### src/rtl/bt_uart_pkg.sv
`default_nettype none
// ============================================================================
// Module  : bt_uart_pkg
// Purpose : Shared types and constants for the HC-05 UART receive path.
// Rev     : 1.0  initial release
// ============================================================================
package bt_uart_pkg;

   localparam int unsigned DEFAULT_CLKS_PER_BIT = 104;  // 1 MHz / 9600 baud

   localparam logic [7:0] ASCII_CR = 8'h0D;
   localparam logic [7:0] ASCII_LF = 8'h0A;

   typedef enum logic [2:0] {
      RX_IDLE      = 3'd0,
      RX_START     = 3'd1,
      RX_DATA      = 3'd2,
      RX_STOP      = 3'd3,
      RX_WAIT_HIGH = 3'd4
   } rx_state_t;

endpackage
`default_nettype wire

### src/rtl/uart_rx_byte.sv
`default_nettype none
// ============================================================================
// Module  : uart_rx_byte
// Purpose : 8N1 deserialiser with 2-flop input synchroniser; emits a
//           single-cycle byte strobe or frame-error strobe at the stop sample.
// Rev     : 1.0  initial release
// ============================================================================
module uart_rx_byte
   import bt_uart_pkg::*;
#(
   parameter int unsigned CLKS_PER_BIT = DEFAULT_CLKS_PER_BIT
) (
   input  logic       CLK1MHZ,
   input  logic       resetn,
   input  logic       rx_in,
   input  logic       enable,
   output logic [7:0] byte_data,
   output logic       byte_valid,
   output logic       byte_ferr,
   output logic       in_idle
);

   localparam int unsigned CW = $clog2(CLKS_PER_BIT + 1);
   localparam logic [CW-1:0] FULL_M1 = CW'(CLKS_PER_BIT - 1);
   localparam logic [CW-1:0] HALF_M1 = CW'(CLKS_PER_BIT / 2 - 1);

   logic [1:0]    r_sync;
   rx_state_t     r_state;
   rx_state_t     w_state_next;
   logic [CW-1:0] r_cnt;
   logic [CW-1:0] w_cnt_next;
   logic [2:0]    r_bit_idx;
   logic [2:0]    w_bit_idx_next;
   logic [7:0]    r_shift;
   logic [7:0]    w_shift_next;
   logic          w_rx;
   logic          w_expired;
   logic          w_accept;
   logic          w_ferr;

   always_ff @(posedge CLK1MHZ or negedge resetn) begin
      if (!resetn) r_sync <= 2'b11;
      else         r_sync <= {r_sync[0], rx_in};
   end

   assign w_rx      = r_sync[1];
   assign w_expired = (r_cnt == '0);

   always_ff @(posedge CLK1MHZ or negedge resetn) begin
      if (!resetn) begin
         r_state   <= RX_IDLE;
         r_cnt     <= '0;
         r_bit_idx <= '0;
         r_shift   <= '0;
      end else begin
         r_state   <= w_state_next;
         r_cnt     <= w_cnt_next;
         r_bit_idx <= w_bit_idx_next;
         r_shift   <= w_shift_next;
      end
   end

   // A load of N gives the next sample N+1 cycles later.
   always_comb begin
      w_state_next   = r_state;
      w_cnt_next     = r_cnt;
      w_bit_idx_next = r_bit_idx;
      w_shift_next   = r_shift;
      w_accept       = 1'b0;
      w_ferr         = 1'b0;
      case (r_state)
         RX_IDLE: begin
            if (enable && !w_rx) begin
               w_cnt_next   = HALF_M1;
               w_state_next = RX_START;
            end
         end
         RX_START: begin
            if (w_expired) begin
               if (!w_rx) begin
                  w_cnt_next     = FULL_M1;
                  w_bit_idx_next = '0;
                  w_state_next   = RX_DATA;
               end else begin
                  w_state_next = RX_IDLE;
               end
            end else begin
               w_cnt_next = r_cnt - 1'b1;
            end
         end
         RX_DATA: begin
            if (w_expired) begin
               w_shift_next = {w_rx, r_shift[7:1]};
               w_cnt_next   = FULL_M1;
               if (r_bit_idx == 3'd7) w_state_next = RX_STOP;
               else                   w_bit_idx_next = r_bit_idx + 1'b1;
            end else begin
               w_cnt_next = r_cnt - 1'b1;
            end
         end
         RX_STOP: begin
            if (w_expired) begin
               if (w_rx) begin
                  w_accept     = 1'b1;
                  w_state_next = RX_IDLE;
               end else begin
                  w_ferr       = 1'b1;
                  w_state_next = RX_WAIT_HIGH;
               end
            end else begin
               w_cnt_next = r_cnt - 1'b1;
            end
         end
         RX_WAIT_HIGH: begin
            if (w_rx) w_state_next = RX_IDLE;
         end
         default: w_state_next = RX_IDLE;
      endcase
   end

   assign byte_data  = r_shift;
   assign byte_valid = w_accept;
   assign byte_ferr  = w_ferr;
   assign in_idle    = (r_state == RX_IDLE);

endmodule
`default_nettype wire

### src/rtl/bt_uart_rx_packer.sv
`default_nettype none
// ============================================================================
// Module  : bt_uart_rx_packer
// Purpose : Packs received UART bytes into 16-bit FIFO words and flags the
//           CR,LF terminator. Optional build macro RX_IDLE_FLUSH_EN flushes
//           a lone high byte after an idle timeout.
// Rev     : 1.0  initial release
// ============================================================================
module bt_uart_rx_packer
   import bt_uart_pkg::*;
#(
   parameter int unsigned CLKS_PER_BIT    = DEFAULT_CLKS_PER_BIT,
   parameter int unsigned IDLE_FLUSH_BITS = 20,
   parameter logic [7:0]  PAD_BYTE        = 8'h00
) (
   input  logic        CLK1MHZ,
   input  logic        resetn,
   input  logic        rx_in,
   input  logic        enable,
   input  logic        fifo_full,
   output logic [15:0] word_out,
   output logic        word_valid,
   output logic        line_end,
   output logic        frame_error,
   output logic        overflow
);

   logic [7:0]  w_byte;
   logic        w_byte_valid;
   logic        w_byte_ferr;
   logic        w_in_idle;

   logic        r_have_high;
   logic [7:0]  r_high;
   logic        r_cr_flag;
   logic        w_have_high_next;
   logic [7:0]  w_high_next;
   logic        w_cr_next;
   logic        w_emit;
   logic [15:0] w_emit_word;
   logic        w_emit_le;
   logic        w_term;
   logic        w_flush;

   uart_rx_byte #(
      .CLKS_PER_BIT (CLKS_PER_BIT)
   ) u_rx (
      .CLK1MHZ    (CLK1MHZ),
      .resetn     (resetn),
      .rx_in      (rx_in),
      .enable     (enable),
      .byte_data  (w_byte),
      .byte_valid (w_byte_valid),
      .byte_ferr  (w_byte_ferr),
      .in_idle    (w_in_idle)
   );

`ifdef RX_IDLE_FLUSH_EN
   localparam int unsigned FLUSH_CYCLES = IDLE_FLUSH_BITS * CLKS_PER_BIT;
   localparam int unsigned FW           = $clog2(FLUSH_CYCLES + 1);
   localparam logic [FW-1:0] FLUSH_LAST = FW'(FLUSH_CYCLES - 1);

   logic [FW-1:0] r_flush_cnt;

   // Leaving IDLE (i.e. any start bit, even a glitch) restarts the timeout.
   always_ff @(posedge CLK1MHZ or negedge resetn) begin
      if (!resetn)                                 r_flush_cnt <= '0;
      else if (!w_in_idle || !r_have_high || w_flush) r_flush_cnt <= '0;
      else                                         r_flush_cnt <= r_flush_cnt + 1'b1;
   end

   assign w_flush = w_in_idle && r_have_high && (r_flush_cnt == FLUSH_LAST);
`else
   assign w_flush = 1'b0;
`endif

   assign w_term = (w_byte == ASCII_LF) && r_cr_flag;

   always_comb begin
      w_have_high_next = r_have_high;
      w_high_next      = r_high;
      w_cr_next        = r_cr_flag;
      w_emit           = 1'b0;
      w_emit_word      = {r_high, w_byte};
      w_emit_le        = 1'b0;
      if (w_byte_valid) begin
         w_cr_next = (w_byte == ASCII_CR);
         if (r_have_high) begin
            w_emit           = 1'b1;
            w_emit_le        = w_term;
            w_have_high_next = 1'b0;
         end else if (w_term) begin
            w_emit      = 1'b1;
            w_emit_word = {ASCII_LF, PAD_BYTE};
            w_emit_le   = 1'b1;
         end else begin
            w_high_next      = w_byte;
            w_have_high_next = 1'b1;
         end
      end else if (w_in_idle && !enable) begin
         w_have_high_next = 1'b0;
         w_cr_next        = 1'b0;
      end else if (w_flush) begin
         w_emit           = 1'b1;
         w_emit_word      = {r_high, PAD_BYTE};
         w_have_high_next = 1'b0;
      end
   end

   // line_end is not gated by fifo_full so the controlling FSM always advances.
   always_ff @(posedge CLK1MHZ or negedge resetn) begin
      if (!resetn) begin
         r_have_high <= 1'b0;
         r_high      <= '0;
         r_cr_flag   <= 1'b0;
         word_out    <= '0;
         word_valid  <= 1'b0;
         line_end    <= 1'b0;
         frame_error <= 1'b0;
         overflow    <= 1'b0;
      end else begin
         r_have_high <= w_have_high_next;
         r_high      <= w_high_next;
         r_cr_flag   <= w_cr_next;
         word_valid  <= w_emit && !fifo_full;
         line_end    <= w_emit_le;
         frame_error <= w_byte_ferr;
         if (w_emit && !fifo_full) word_out <= w_emit_word;
         if (w_emit && fifo_full)  overflow <= 1'b1;
      end
   end

endmodule
`default_nettype wire

### config.mk
export PLATFORM = sky130hd
export DESIGN_NAME = bt_uart_rx_packer
export DESIGN_NICKNAME = d
export VERILOG_FILES = /design/src/rtl/bt_uart_pkg.sv /design/src/rtl/uart_rx_byte.sv /design/src/rtl/bt_uart_rx_packer.sv
export SDC_FILE = /design/constraint.sdc
export NUM_CORES = 1
export LEC_CHECK = 0
export CAP_MARGIN = 20
export CORE_AREA = 2 2 76 78
export DETAILED_ROUTE_END_ITERATION = 10
export DIE_AREA = 0 0 78 80
export HOLD_SLACK_MARGIN = 0.08
export PLACE_DENSITY = 0.68
export RECOVER_POWER = 25
export SETUP_SLACK_MARGIN = 0.4
export SYNTH_ARGS = -nofsm -noshare
export SYNTH_HDL_FRONTEND = slang
export SYNTH_SLANG_ARGS = --single-unit
### constraint.sdc
create_clock -name CLK1MHZ -period 2.45 [get_ports CLK1MHZ]
set_clock_uncertainty 0.1 [all_clocks]
set_input_delay 0.245 -clock CLK1MHZ [delete_from_list [all_inputs] [get_ports CLK1MHZ]]
set_output_delay 0.245 -clock CLK1MHZ [all_outputs]
set_load 0.05 [all_outputs]
### After elaboration in Yosys (flattened, before gate mapping)

Cells that the tools add are included.

* $add $sub $neg: 2
* eq/ne operators: 17
* multiplexer cells: 39
* bitwise gates (word level): 2
* reductions and logical operators: 18

Operator list (count)
* $mux 16: 3
* $mux 7: 5
* $mux 3: 11
* $pmux 7 s4: 1
* $eq 8x4->1 const B: 2
* $mux 1: 16
* $pmux 3 s5: 1
* $ne 2x1->1 const B: 6
* $logic_not 7->1: 1
* $sub 7x1->7 const B: 1
* $eq 3x2->1 const B: 2
* $eq 3x3->1 const B: 2
* $ne 2x2->1 const B: 3
* $pmux 3 s2: 1
* $reduce_and 6->1: 1
* $logic_and 1x1->1: 5
* $reduce_and 5->1: 1
* $reduce_and 4->1: 1
* $reduce_bool 2->1: 2
* $reduce_bool 4->1: 1
* $add 3x1->3 const B: 1
* $eq 3x1->1 const B: 1
* $logic_not 1->1: 3
* $logic_not 3->1: 1
* other kinds (5): 6

* flip-flop bits (word level): 53
* output and inout port bits: 20

### Logic depth before layout (Yosys ltp)

Gate-level depths: netlist of run 1.

* depth after elaboration: 6
* mapped depth: 9
* gate-level depth less buffers: 7

### Modules after synthesis

Synthesis of run 1 repeated with hierarchy kept, for this count alone.

* cell total of the unflattened synthesis: 205
* area total of the unflattened synthesis: 2466.1 um2

By module, submodules not included
* uart_rx_byte: times used 1, cells an instance 119, area an instance 1255.0 um2, seq. area each 578.1 um2
* bt_uart_rx_packer: times used 1, cells an instance 86, area an instance 1211.2 um2, seq. area each 750.7 um2

### Worst setup path after synthesis of run 1

Ideal clock, no wire load.

* path kind: register to register
* start point: register u_rx.r_cnt[0]
* end point: register word_out[2]
* setup time: 125 ps
* arrival: 1949 ps
* path slack: 276 ps
* stages on the path, launching flop included: 9
* clock period less this slack: 2174 ps
* cell sequence: dfrtp_1 > inv_1 > ha_1 > nor4b_4 > nand4_4 > or3_1 > buf_2 > buf_6 > mux2_4

* cells in the longest elaborated chain, start to end: 5
* elaborated cells on any way between the ends: 6
* those cells by class: 4 x mux; 2 x reduce/logical

Ends and longest elaborated chain
* start, declared: RTL line uart_rx_byte.sv:30 `logic [CW-1:0] r_cnt;`
* start signal, assigned: RTL line uart_rx_byte.sv:57 `r_cnt <= w_cnt_next;`
* $logic_not 7->1 (*): RTL line uart_rx_byte.sv:47 `assign w_expired = (r_cnt == '0);`
* $mux 1 (*): RTL line uart_rx_byte.sv:102 `if (w_expired) begin`
* $mux 1 (*): RTL line uart_rx_byte.sv:71 `case (r_state)`
* $mux 1: RTL line bt_uart_rx_packer.sv:86 `if (w_byte_valid) begin`
* $logic_and 1x1->1: RTL line bt_uart_rx_packer.sv:128 `if (w_emit && !fifo_full) word_out <= w_emit_word;`
* end signal, assigned: RTL line bt_uart_rx_packer.sv:128
* end, declared: RTL line bt_uart_rx_packer.sv:21 `output logic [15:0] word_out,`

Every way passes the cells marked *; elsewhere a longest branch is shown, timed or not.
A chain may end at the register's enable or synchronous reset.

### Final worst setup path of run 1

* start point: register u_rx.r_cnt[0]
* end point: register u_rx.r_bit_idx[0]

* cells in the longest elaborated chain, start to end: 3
* elaborated cells on any way between the ends: 4
* those cells by class: 2 x eq/ne; 2 x reduce/logical

Ends and longest elaborated chain
* $logic_not 7->1 (*): RTL line uart_rx_byte.sv:47
* $ne 2x1->1 (no line)
* $reduce_and 5->1 (no line) (*)
* end signal, assigned: RTL line uart_rx_byte.sv:58 `r_bit_idx <= w_bit_idx_next;`
* end, declared: RTL line uart_rx_byte.sv:32 `logic [2:0] r_bit_idx;`

Marked as above.

==> impl_metrics.tcl, run 1 <==
set metrics [dict create \
    start_util 0.4398 \
    setup_viol_count_final 0 \
    drv_slew 0 \
    drt_first_iter_violations 135 \
    max_slew_margin 0.1377 \
    fp.dieW_um 78 \
    max_stage_delay_ps 600 \
    area_growth_pct 28.37 \
    dp_hpwl_mm 3.010 \
    via_per_inst 5.423 \
    grt_max_degree 54 \
    start_kind "register" \
    async_flop_share 1.000 \
    layout.cells.non_filler 307 \
    place_congestion 0.8592 \
    clk_pin_slew_worst_paths_ps 90 \
    cp_slowest_cell "or4_4" \
    diodes 0 \
    dieArea_um2 6240 \
    worstPathRequired_ps 2550 \
    p_sw_uw 717.7 \
    max-cap-violations 0 \
    end_kind "register" \
    yosysUniqueCellTypes 53 \
    synth_top_flop_cell "dfrtp_1" \
    ir_worst_vdd_uv 520.9 \
    drcViolationCount 0 \
    pwr-share-seq 0.467 \
    core.rowCount 27 \
    clock_path_buffers 2 \
    dr_total_vias 1665 \
    combPwrFrac 0.271 \
    antenna_found_initial 0 \
    cellLeakagePower_nw 1.403 \
    path_max_fanout 5 \
    grt.total_usage 0.1659 \
    first_pass_iters 4 \
    pwr-share-clk 0.262 \
    cts_tree "built" \
    final_cell_mix "51 x dfrtp_1, 22 x mux2_2, 22 x clkdlybuf4s50_1" \
    post-route-period-util 0.9031 \
    fill_cells 471 \
    path_class "register to register" \
    worstMarginPinSlew_ps 1293 \
    design_area_um2 3052 \
    whs_ps 261.0 \
    utilization 0.5646 \
    crit_chain "inv_2 > ha_4 > or4b_4 > or4_4 > mux2_2" \
    port_buffers 24 \
    grt_pass1_vias 1662 \
    synth.ff_latch_count 53 \
    place_inst 285 \
    multiInputGateArea_um2 1069 \
    intPower_mw 1.565 \
    syn-instance-count 186 \
    wl_per_cell_um 15.78 \
    setup_ws_ps 237.5 \
    syn_avg_cell_area_um2 12.78 \
    rrSetupSlack_ps 240 \
    max_freq_mhz 452.0 \
    layout_commonest_cell "dfrtp_1" \
    placed_area_um2 2734 \
    arrival_ps 2310 \
    synth_edf_count 0 \
    finalPower_mw 2.283 \
    post-place-ws_ps 188.1 \
    insertion_delay_ps 310 \
    synth_seq_area_share 0.5589 \
    finalCriticalPeriod_ps 2213 \
    fin_setup_tns_ps 0 \
    cts-buffers-inserted 5 \
    switching_share 0.3144 \
    regArea_um2 1329 \
    clockRootBuffer "clkbuf_8" \
    grt_pass1_wl_mm 8.183 \
    rsz0062_at_grt "yes" \
    clock_sink_count 53 \
    routed_wl_mm 4.844 \
    htree_levels 2 \
    nNetsFinal 243 \
    drive_gt1_frac 0.3362 \
    antenna_left 0 \
    die_h_um 80 \
    pwr_density_cell_nw_per_um2 748.0 \
    ios 25 \
    hold_class "register to register" \
    core_area_um2 5405 \
    syn-cell-area_um2 2377 \
    overflow 0 \
    synth_nets 195 \
    finalHoldViolations 0 \
    status "finished, final reports clean" \
    synth_warnings 0 \
]
[what timing repair did]
item,4_1_cts,5_1_grt
pin swaps,11,10
resized for setup,15,9
hold endpoints to repair,51,0
setup endpoints to repair,42,43
buffers inserted,6,5
hold buffers,1,0
gates cloned,1,1
[state kept, by name (all words and copies together) (netlist names)]
signal / count
word_out: 16
r_high: 8
u_rx.byte_data: 8
u_rx.r_cnt: 7
u_rx.r_bit_idx: 3
u_rx.r_state: 3
u_rx.r_sync: 2
frame_error: 1
line_end: 1
overflow: 1
r_cr_flag: 1
r_have_high: 1
word_valid: 1
[cells in the mapped netlist (2+ instances only)]
library cell	n	area share
a221oi_2	2	0.013
inv_1	9	0.014
or4_4	2	0.0095
a221oi_1	2	0.0074
dfstp_2	2	0.022
mux2_2	22	0.10
o21ai_0	3	0.0063
mux2i_1	3	0.013
or3_1	2	0.0053
o22ai_1	2	0.0053
a22oi_1	2	0.0063
a22o_1	8	0.029
nor2b_1	2	0.0053
a211oi_1	2	0.0063
a31oi_1	2	0.0053
buf_2	2	0.0042
o22a_1	4	0.015
nand2_1	9	0.014
nand3_1	4	0.0084
nor2_1	12	0.019
dfrtp_1	51	0.54
a21oi_1	3	0.0063
nor4_1	2	0.0053
a21o_1	2	0.0063
ha_1	4	0.021
[cell families after synthesis]
| family | synth area share |
|---|---|
| compound gates | 0.1263 |
| flops | 0.5589 |
| simple gates | 0.1374 |
| buf+inv | 0.02947 |
| mux | 0.1232 |
| fa+ha+maj | 0.02105 |
| xor+xnor | 0.003685 |
[routing by layer]
layer,vias to the layer above,global-route usage,part of all wire
met4,0,0.04211,0.0089
met5,-,0,0
li1,793,-,-
met1,850,0.2305,0.49
met3,4,0.03620,0.023
met2,18,0.2655,0.48
[path summary, 6_finish.rpt]
check | cells past startpoint | to | start
max | 5 | u_rx.r_bit_idx[0] | u_rx.r_cnt[0]
min | 0 | u_rx.r_sync[1] | u_rx.r_sync[0]
max reg2reg | 5 | u_rx.r_bit_idx[0] | u_rx.r_cnt[0]
min reg2reg | 0 | u_rx.r_sync[1] | u_rx.r_sync[0]
max in group asynchronous | 3 | u_rx.r_state[1] | resetn
min in group asynchronous | 3 | word_out[14] | resetn
[power groups by stage]
stage / sequential, mW / clock, mW / combinational (mW)
after floorplan: 1.05 / 0 / 0.368
after global placement: 1.08 / 0 / 0.469
after detailed placement: 1.08 / 0 / 0.473
after CTS: 1.06 / 0.610 / 0.573
after global routing: 1.08 / 0.640 / 0.688
final: 1.07 / 0.598 / 0.618
[layout make-up]
| type | count | area share |
|---|---|---|
| Sequential cell | 53 | 0.4354 |
| Multi-Input combinational cell | 119 | 0.3501 |
| Timing Repair Buffer | 46 | 0.1374 |
| Tap cell | 72 | 0.02952 |
| Clock buffer | 6 | 0.02378 |
| Clock inverter | 2 | 0.01271 |
| Inverter | 9 | 0.01107 |
[worst max-delay path, delay by kind of cell (launching register included)]
| family | cells | cell delay (ps) |
|---|---|---|
| adder cells (fa/ha/maj) | 1 | 120 |
| buffers and inverters | 1 | 80 |
| multiplexers | 1 | 290 |
| AND/OR/NAND/NOR | 2 | 1100 |
| flip-flops | 1 | 410 |
Power figures use the tool's default switching activity.
==> inputs of run 2 (changes only) <==
Settings changed: ABC_AREA set to 1, CORE_AREA 2 2 76 78 to 2 2 79 81, DIE_AREA 0 0 78 80 to 0 0 81 83, PLACE_DENSITY 0.68 to 0.67.
==> run 2 against run 1 <==
  * Critical path depth increased by 4
  * Setup slack improved by 310 ps
  * Sequential share of layout area increased by 0.69 points
  * Synthesized area increased by 8.3%
  * Clock-buffer cell count decreased by 1
==> impl_metrics.tcl, run 2 <==
set metrics [dict create \
    status "finished, final reports clean" \
    syn_avg_cell_area_um2 8.844 \
    clk_pin_slew_worst_paths_ps 100 \
    grt_pass1_vias 1803 \
    synth_nets 300 \
    insertion_delay_ps 310 \
    fin_setup_tns_ps 0 \
    ys_top_cells_by_area "dfrtp_1 50%, nand2_1 14%, nand3_1 4.3%" \
    crit_family "simple AND/OR/NAND/NOR gates" \
    start_util 0.4426 \
    place_congestion 0.8742 \
    multiInputGateArea_um2 1110 \
    synth_edf_count 0 \
    yosysTopAreaCellShare 0.4959 \
    grt.total_usage 0.1545 \
    drt_first_iter_violations 112 \
    cts-buffers-inserted 5 \
    timing.critical_path.mode_cell "inv_1" \
    max_stage_delay_ps 400 \
    crit-reg2reg-launch "u_rx.r_cnt[0]" \
    placed_area_um2 2879 \
    synth_warnings 0 \
    end_kind "register" \
    antenna_left 0 \
    largest_register_ffs 16 \
    clock_sink_count 53 \
    syn-instance-count 291 \
    via_per_inst 4.894 \
    fp.dieW_um 81 \
    pwr_density_cell_nw_per_um2 679.2 \
    finalHoldViolations 0 \
    drcViolationCount 0 \
    cellLeakagePower_nw 1.541 \
    grt_max_degree 54 \
    rr_worst_depth 9 \
    die_h_um 83 \
    dr_total_vias 1948 \
    utilization 0.5166 \
    nNetsFinal 331 \
    hold_class "register to register" \
    synth_seq_area_share 0.5163 \
    fill_cells 554 \
    ir_worst_vdd_uv 394.3 \
    dieArea_um2 6723 \
    synth_most_common_cell "nand2_1" \
    path_max_fanout 17 \
    async_flop_share 1.000 \
    max_slew_margin 0.1599 \
    wl_per_cell_um 11.99 \
    post-route-period-util 0.7785 \
    first_pass_iters 4 \
    whs_ps 262.0 \
    design_area_um2 3004 \
    yosys.area.top_type "dfrtp_1" \
    top_register "word_out" \
    syn-cell-area_um2 2574 \
    rrSetupSlack_ps 540 \
    synth.ff_latch_count 53 \
    core.rowCount 28 \
    antenna_found_initial 0 \
    yosysUniqueCellTypes 32 \
    worstMarginPinSlew_ps 1260 \
    diodes 0 \
    hold_end "u_rx.r_sync[1]" \
    rsz0062_at_grt "yes" \
    hold_start "u_rx.r_sync[0]" \
    reg2reg_to "r_high[4]" \
    setup_viol_count_final 0 \
    path_class "register to register" \
    layout_commonest_cell "nand2_1" \
    clockRootBuffer "clkbuf_8" \
    cts_tree "built" \
    max_freq_mhz 524.3 \
    max-cap-violations 0 \
    regArea_um2 1329 \
    ios 25 \
    holdPathStages 0 \
    drv_slew 0 \
    start_kind "register" \
    worstPathRequired_ps 2560 \
    crit_chain "inv_1 > ha_1 > inv_1 > nor2_1 > nand4_4 > nor2_8 > nand3_4 > nand2_1 > o21ai_2" \
    routed_wl_mm 4.774 \
    synthTopCellsByCount "97 x nand2_1, 51 x dfrtp_1, 28 x inv_1" \
    grt_pass1_wl_mm 8.252 \
    core_area_um2 5816 \
    dp_hpwl_mm 3.352 \
    finalCriticalPeriod_ps 1907 \
    crit_buf_inv 2 \
    port_buffers 24 \
    area_growth_pct 16.72 \
    cp_slowest_cell "dfrtp_1" \
    htree_levels 2 \
    clock_path_buffers 2 \
    synth_top_flop_cell "dfrtp_1" \
    arrival_ps 2020 \
    drive_gt1_frac 0.1517 \
    final_cell_mix "97 x nand2_1, 51 x dfrtp_1, 28 x inv_1" \
    overflow 0 \
]
## run 2: cell count changes after synthesis, moves of 7 or more
| cell | before | now |
|---|---|---|
| o21ai_1 | 1 | 14 |
| nand2_1 | 9 | 97 |
| o21ai_0 | 3 | 10 |
| mux2_2 | 22 | 0 |
| nand3_1 | 4 | 22 |
| o21ai_2 | 0 | 8 |
| a22o_1 | 8 | 0 |
| inv_1 | 9 | 28 |
## run 2: worst max-delay path by stage
stage,start,endpoint,slack (ps),cells after the start
2_1_floorplan,u_rx.r_cnt[0],r_high[7],740,10
3_3_place_gp,u_rx.r_cnt[0],word_out[2],630,9
3_5_place_dp,u_rx.r_cnt[0],word_out[6],550,9
4_1_cts,u_rx.r_cnt[0],word_out[5],520,9
5_1_grt,u_rx.r_cnt[0],r_high[4],380,9
6_report,u_rx.r_cnt[0],r_high[4],540,9
## run 2: stage by stage
| stage | worst slack, ps | std cells | power (mW) |
|---|---|---|---|
| finish | 542.7 | 398 | 2.040 |
| detailed placement | 547.8 | 386 | 1.555 |
| global route | 380.4 | 398 | 2.203 |
| global placement | 626.9 | 386 | 1.539 |
| CTS | 523.0 | 395 | 2.066 |
| floorplan | 737.1 | 291 | 1.420 |
## run 2: layout make-up
type / instances / share of cell area
timing repair buffer: 27 / 0.08580
clock inverter: 3 / 0.008330
multi-input combinational: 203 / 0.3694
tap: 75 / 0.03124
inverter: 32 / 0.03998
sequential: 53 / 0.4423
clock buffer: 5 / 0.02291
## run 2: metal layers
| metal | track usage | vias to the layer above | wire length (um) | share of wire |
|---|---|---|---|---|
| li1 | - | 998 | - | - |
| met5 | 0 | - | 0 | 0 |
| met1 | 0.2143 | 899 | 2322 | 0.49 |
| met2 | 0.2337 | 44 | 2160 | 0.45 |
| met4 | 0.06163 | 0 | 74 | 0.016 |
| met3 | 0.03478 | 7 | 216 | 0.045 |
## run 2: logic make-up after synthesis
family,after synthesis,share of synthesized area
simple gates,160,0.3121
flops,53,0.5163
buf+inv,37,0.06368
compound gates,36,0.08508
fa+ha+maj,4,0.01945
xor+xnor,1,0.003404
## run 2: power by group
group | switching (mW) | total (mW) | internal [mW] | leakage, nW
clock network | 0.298 | 0.504 | 0.207 | 0.0447
registers | 0.0659 | 1.00 | 0.934 | 0.717
logic | 0.362 | 0.536 | 0.174 | 0.779
total | 0.726 | 2.04 | 1.31 | 1.54
## run 2: what timing repair did
action / in CTS / in global routing
buffers inserted: 0 / 1
hold buffers: 1 / 0
resized for setup: 0 / 2
endpoints found under the hold margin: 53 / 0
endpoints found under the setup margin: 0 / 13
==> inputs of run 3 (changes only) <==
Settings changed: PLACE_DENSITY 0.67 to 0.69.
Clock period 2.45 ns to 1.7 ns, I/O delays scaled along.
==> run 3 against run 2 <==
  * The flow now finishes with violations (setup timing)
  * Utilization up 7.2 points
  * Setup slack worse by 550 ps
  * Sequential power up 43%
  * Clock power up 49%
  * Largest power group unchanged
  * Non-clock buffer count up 30
  * Clock-buffer cell count unchanged
  * Die area unchanged
  * Via count up 9.9%
  * Fmax up 12%
==> impl_metrics.tcl, run 3 (synthesis results as in run 2) <==
set metrics [dict create \
    htree_levels 2 \
    routed_wl_mm 5.580 \
    insertion_delay_ps 310 \
    pwr_density_cell_nw_per_um2 949.2 \
    overflow 0 \
    hold_class "register to register" \
    worstPathRequired_ps 1820 \
    antenna_found_initial 0 \
    layout_commonest_cell "nand2_1" \
    start_util 0.4426 \
    grt_pass1_vias 2110 \
    first_pass_iters 4 \
    end_kind "register" \
    rsz0062_at_grt "yes" \
    finalHoldViolations 0 \
    clk_pin_slew_worst_paths_ps 100 \
    port_buffers 24 \
    cts-buffers-inserted 5 \
    fill_cells 530 \
    arrival_ps 1820 \
    area_growth_pct 33.06 \
    largest_register_ffs 16 \
    core_area_um2 5816 \
    start_kind "register" \
    fin_setup_tns_ps -12.96 \
    crit_family "simple AND/OR/NAND/NOR gates" \
    crit_buf_inv 4 \
    whs_ps 263.9 \
    clockRootBuffer "clkbuf_8" \
    dieArea_um2 6723 \
    post-place-ws_ps -37.44 \
    drt_first_iter_violations 92 \
    cellLeakagePower_nw 1.838 \
    path_max_fanout 8 \
    dp_hpwl_mm 3.766 \
    grt_pass1_wl_mm 9.770 \
    drv_slew 0 \
    max_freq_mhz 586.0 \
    status "finished, violations left" \
    drcViolationCount 0 \
    final_cell_mix "89 x nand2_1, 51 x dfrtp_1, 45 x buf_4" \
    diodes 0 \
    core.rowCount 28 \
    via_per_inst 4.977 \
    setup_viol_count_final 3 \
    dr_total_vias 2140 \
    grt.total_usage 0.1863 \
    failed_checks "setup timing" \
    setup_ws_ps -6.563 \
    place_congestion 0.8973 \
    top_register "word_out" \
    max-cap-violations 0 \
    clock_sink_count 53 \
    grt_max_degree 37 \
    clock_path_buffers 2 \
    wl_per_cell_um 12.98 \
    ir_worst_vdd_uv 764.8 \
    finalCriticalPeriod_ps 1707 \
    die_h_um 83 \
    nNetsFinal 363 \
    antenna_left 0 \
    crit_chain "inv_2 > ha_4 > inv_2 > nor2_4 > nand4_4 > nor2_8 > buf_12 > buf_12 > nand3b_4 > nand2_1 > nand2_1" \
    path_class "register to register" \
    cp_slowest_cell "dfrtp_1" \
    drive_gt1_frac 0.3324 \
    max_stage_delay_ps 410 \
    ios 25 \
    post-route-period-util 1.004 \
    worstMarginPinSlew_ps 946.6 \
    fp.dieW_um 81 \
    cts_tree "built" \
    max_slew_margin 0.3690 \
]
run 3: changes by cell type in the layout (fill, tap and decap cells not counted), sizes merged:
cell | previous run | this run
inv | 33 | 34
nand3b | 2 | 4
nor2 | 21 | 20
buf | 2 | 52
nand3 | 24 | 25
clkinv | 1 | 0
clkdlybuf4s50 | 22 | 2
run 3: per-stage QoR:
stage          area [um^2]  total power, mW    util  cells
6_report              3425            3.251  0.5889    430
5_1_grt               3425            3.466  0.5889    430
4_1_cts               3366            3.263  0.5787    426
3_5_place_dp          2982            2.428  0.5127    403
3_3_place_gp          2982            2.392  0.5127    403
2_1_floorplan         2609            2.093       -    291
run 3: layout make-up:
class | count | area (um^2) | share of cell area
flip-flops and latches | 53 | 1329 | 0.3880
multi-input cells | 205 | 1292 | 0.3774
repair buffers | 57 | 495.5 | 0.1447
inverters | 32 | 120.1 | 0.03507
well taps | 75 | 93.84 | 0.02740
clock buffers | 5 | 68.82 | 0.02010
clock inverters | 3 | 25.02 | 0.007307
run 3: final timing paths:
path	slack [ps]	start	cells after the start	end
setup / recovery	-7	u_rx.r_cnt[0]	11	word_out[12]
hold / removal	260	u_rx.r_sync[0]	0	u_rx.r_sync[1]
setup reg to reg	-7	u_rx.r_cnt[0]	11	word_out[12]
hold reg to reg	260	u_rx.r_sync[0]	0	u_rx.r_sync[1]
max in group asynchronous	250	resetn	3	overflow
min in group asynchronous	410	resetn	2	u_rx.r_cnt[4]
run 3: what timing repair did:
action,CTS,global route
hold buffers,1,0
gates resized for setup,29,6
hold endpoints to repair,53,0
pin swaps,14,6
endpoints found under the setup margin,51,51
buffers inserted,10,4
gates cloned,4,0
run 3: report_power, final:
group / internal (mW) / switching (mW)
sequential: 1.35 / 0.0802
clock: 0.301 / 0.449
combinational: 0.439 / 0.635
run 3: routing by layer:
| metal | vias up | wire length, um | global-route usage |
|---|---|---|---|
| met5 | - | 0 | 0 |
| met4 | 0 | 127 | 0.06934 |
| met3 | 11 | 186 | 0.03696 |
| met2 | 40 | 2717 | 0.2960 |
| met1 | 1023 | 2548 | 0.2500 |
| li1 | 1066 | - | - |
==> edit 1 (config.mk and constraints of run 2) <==
The option `RX_IDLE_FLUSH_EN` is turned on by a define.
--- a/src/rtl/bt_uart_rx_packer.sv
+++ b/src/rtl/bt_uart_rx_packer.sv
@@ -6,6 +6,8 @@
 //           a lone high byte after an idle timeout.
 // Rev     : 1.0  initial release
 // ============================================================================
+`define RX_IDLE_FLUSH_EN
+
 module bt_uart_rx_packer
    import bt_uart_pkg::*;
 #(
Behaviour: same outputs for any inputs over 10 cycles, from zero or initial values and one cycle with resetn low; that may be too few to reach the edited logic, so the function may still have changed.
==> edit 1 against run 2 <==
Area after synthesis increased by 22%; first-iteration DRC count decreased by 26%; final area increased by 21%; worst setup slack improved by 0.039 ns; sequential cell count increased by 12; die area unchanged; total power increased by 20%; count of clock-buffer cells in the layout increased by 9; final cell count increased by 25%; fmax increased by 2.1%; routed wire length increased by 23%; clock power increased by 63%.
==> edit 1: results (changes against run 2) <==
outcome completed; antenna violations before repair 0 (unchanged); hpwl dp 4.22 mm (+26%); most frequent cell after synthesis nand2_1; TritonCTS buffer count 9 (+4); P_leak 0.00177 uW (+15%); clock latency on the worst-skew pair 0.34 ns (+0.03 ns); Net Sw Frac 30.8% (-4.7 points); CTS max path bufs 2 (unchanged); layout cell share with drive strength beyond 1 9.95% (-5.2 points); CP max FO 8 (-9); number of synthesis warnings 0 (unchanged); Top Registers word_out (16), r_flush_cnt (12); Pre-Repair DR Iteration Count 4 (unchanged); H-tree depth 3 (+1); clock root cell clkbuf_8; WL/cell 11.8 um (-1.8%); sequential cell area fraction in the yosys report 52.1% (+0.43 points); top post-synthesis cells by count nand2_1, dfrtp_1, nor2_1; Compound-Gate Fraction of Synth Area 7.20% (-1.3 points); Synth Flop Type dfrtp_1; GP Congestion 0.803 (-8.1%); Initial DRC Count 83 (-26%); Worst Max-Slew Pin Slew 1.42 ns (+0.164 ns); gr usage total 19.7% (+4.2 points); vias per cell 4.95 (+1.2%); asr flop ratio synth 100% (unchanged); Reg clk slew, reported paths 0.07 ns (-0.03 ns); post-synthesis xor/xnor area fraction 1.12% (+0.78 points); syn nets 394 (+31%); Ant. Diodes 0 (unchanged); vias in the first global route 2292 (+27%); Port Buffers 24 (unchanged); crit path DAT 2.00 ns (-0.02 ns); largest net degree at the start of global routing 41 (-24%); synth unique cells 33 (+3.1%); top post-synthesis cells by area dfrtp_1, nand2_1, nor2_1; mux cell area share after synthesis 0% (unchanged); Worst IR Drop VDD 0.390 mV (-1.1%); first-pass GRT wire length 10.2 mm (+24%); TritonCTS clock tree done; Place WS 0.505 ns (-0.0427 ns); Synth Area in Adders 2.00% (+0.055 points); Nets 427 (+29%); via count 2462 (+26%); HP Class register to register; syn_area_per_cell 8.15 um2 (-7.9%); Placed Instances 480 (+24%)
-- edit 1: cells by family after synthesis --
logic type | Yosys count
flip-flops | 65
buffers and inverters | 53
XOR/XNOR | 4
AND/OR/NAND/NOR | 216
adder cells (fa/ha/maj) | 5
AO/OA/AOI/OAI | 41
-- edit 1: worst paths after layout --
path	slack, ns	start	to	cells after the start
hold reg to reg	0.26	u_rx.r_sync[0]	u_rx.r_sync[1]	0
setup / recovery	0.58	u_rx.r_cnt[0]	word_out[12]	9
min in group asynchronous	0.66	resetn	r_flush_cnt[6]	2
setup reg to reg	0.58	u_rx.r_cnt[0]	word_out[12]	9
hold / removal	0.26	u_rx.r_sync[0]	u_rx.r_sync[1]	0
max in group asynchronous	0.72	resetn	u_rx.byte_data[0]	3
-- edit 1: metal layers --
metal / share of wire (%) / vias to the layer above / GRT usage, %
met5: 0 / - / 0
met4: 1.4 / 0 / 7.86
met3: 4.2 / 7 / 5.54
met2: 44 / 48 / 29.2
met1: 50 / 1136 / 27.2
li1: - / 1271 / -
-- edit 1: power groups by stage --
stage	sequential, uW	combinational, uW	clock (uW)
2_1_floorplan	1180	350	0
3_3_place_gp	1180	452	0
3_5_place_dp	1190	464	0
4_1_cts	1170	468	842
5_1_grt	1170	532	892
6_report	1170	468	821
-- edit 1: final cells by class --
type	instances	area, um2
multi-input combinational	266	1290
clock inverter	2	12.5
fill	521	2170
timing repair buffer	26	264
tap	75	93.8
clock buffer	14	163
sequential	65	1630
inverter	49	184
-- edit 1: timing repair --
action                                  4_1_cts  5_1_grt
gates resized for setup                       0        2
buffers inserted                              0        0
hold buffers                                  1        0
endpoints found under the setup margin        0        8
endpoints found under the hold margin        23        0
-- edit 1: worst max-delay path, cell delays in order, from the launching register on --
cell	delay [ns]
dfrtp_1	0.36
inv_1	0.12
ha_1	0.18
nand2_1	0.09
nor2_4	0.23
nand3_1	0.25
nor2_4	0.23
nor2_1	0.07
nand3_1	0.07
nand2_1	0.06
-- edit 1: metrics by stage --
step / hold slack, ns / util (%) / cell area [um2] / total power [uW]
final: 0.259 / 62.6 / 3640 / 2460
after floorplan: -0.151 / - / 3130 / 1530
after global placement: 0.180 / 59.4 / 3450 / 1640
after global routing: 0.259 / 62.6 / 3640 / 2600
after detailed placement: 0.182 / 59.4 / 3450 / 1650
after CTS: 0.201 / 62.5 / 3640 / 2480
==> edit 2 (config.mk and constraints of run 2) <==
Without the edit above. The 5 states of `rx_state_t` get a one-hot encoding in 5 bits.
--- a/src/rtl/bt_uart_pkg.sv
+++ b/src/rtl/bt_uart_pkg.sv
@@ -11,12 +11,12 @@
    localparam logic [7:0] ASCII_CR = 8'h0D;
    localparam logic [7:0] ASCII_LF = 8'h0A;
 
-   typedef enum logic [2:0] {
-      RX_IDLE      = 3'd0,
-      RX_START     = 3'd1,
-      RX_DATA      = 3'd2,
-      RX_STOP      = 3'd3,
-      RX_WAIT_HIGH = 3'd4
+   typedef enum logic [4:0] {
+      RX_IDLE      = 5'b00001,
+      RX_START     = 5'b00010,
+      RX_DATA      = 5'b00100,
+      RX_STOP      = 5'b01000,
+      RX_WAIT_HIGH = 5'b10000
    } rx_state_t;
 
 endpackage
Behaviour: same outputs for any inputs over 10 cycles, from zero or initial values and one cycle with resetn low; not proved beyond that.
==> edit 2 against run 2 <==
Hold slack worse by 0.00076 ns; utilization is 2.2 points higher; synthesized cell count is 10% higher; area after synthesis up 5.1%; total power rose by 24%; final area grew 4.3%; worst setup slack improved by 0.050 ns; sequential cell count increased by 2; routed wire length up 6.4%; critical endpoint is now word_out[5].
==> edit 2: results (changes against run 2) <==
top post-synthesis cells by area dfrtp_1, nand2_1, nand3_1; Clock Power 528 uW (+4.8%); synth unique cells 29 (-9.4%); GP Congestion 0.883 (+1.0%); Initial DRC Count 155 (+38%); post-route cell area 0.00313 mm2 (+4.3%); Data buffer area share 8.43% (-0.15 points); syn nets 330 (+10%); Worst Max-Slew Pin Slew 0.929 ns (-0.331 ns); crit-path max cell delay 0.40 ns (about the same); layout cell share with drive strength beyond 1 12.5% (-2.7 points); first-pass GRT wire length 8.80 mm (+6.6%); fraction of area in multi-input gates 37.4% (+0.44 points); Storage cell area 0.00138 mm2 (+3.9%); Nets 361 (+9.1%); hpwl dp 3.80 mm (+13%); via count 2086 (+7.1%); Yosys reg bits 55 (+3.8%); outcome completed; top post-synthesis cells by count nand2_1, dfrtp_1, nand3_1; Logic inverters 34 (+6.3%); Layout area overhead 15.8%; Signal buffers 28 (+3.7%); Final WS setup 0.593 ns (+0.0501 ns); crit path DAT 1.96 ns (-0.06 ns); vias in the first global route 1907 (+5.8%); FILL cells 565 (+2.0%); Post-DP Area 0.00303 mm2 (+5.3%); P_leak 0.00159 uW (+3.3%); Syn Inst Count 321 (+10%); total net switching power 1020 uW (+41%); largest net degree at the start of global routing 22 (-59%); R2R Path End word_out[5]; worst reg2reg path depth 10 (+1); CP max FO 20 (+3); Final Instance Count excl. Fillers 428 (+7.5%); Placed Instances 419 (+8.5%); gr usage total 16.3% (+0.89 points)
edit 2: cell types whose count changed in the layout (fill, tap and decap cells not counted), sizes merged, moves of 6 or more:
| cell | before | now |
|---|---|---|
| nand3 | 24 | 41 |
| nand2 | 104 | 117 |
| nor2 | 21 | 27 |
| o21ai | 32 | 25 |
edit 2: per-layer routing:
layer  up-vias  global-route usage, %  part of all wire, %
li1       1088                      -                    -
met1       953                   23.4                   50
met2        39                   24.5                   45
met3         6                   4.13                  3.3
met4         0                   4.47                  1.2
met5         -                      0                    0
edit 2: cell families after synthesis:
| family | after synthesis | synth area share [%] |
|---|---|---|
| flops | 55 | 51.0 |
| xor+xnor | 1 | 0.324 |
| compound gates | 28 | 6.38 |
| simple gates | 195 | 34.7 |
| fa+ha+maj | 4 | 1.85 |
| buf+inv | 38 | 5.69 |
edit 2: stage by stage:
stage                     power [uW]  hold WS (ns)
after detailed placement        2030        0.0906
after floorplan                 1840        -0.151
final                           2540         0.261
after global routing            2740         0.272
after CTS                       2570         0.228
after global placement          2010        0.0927
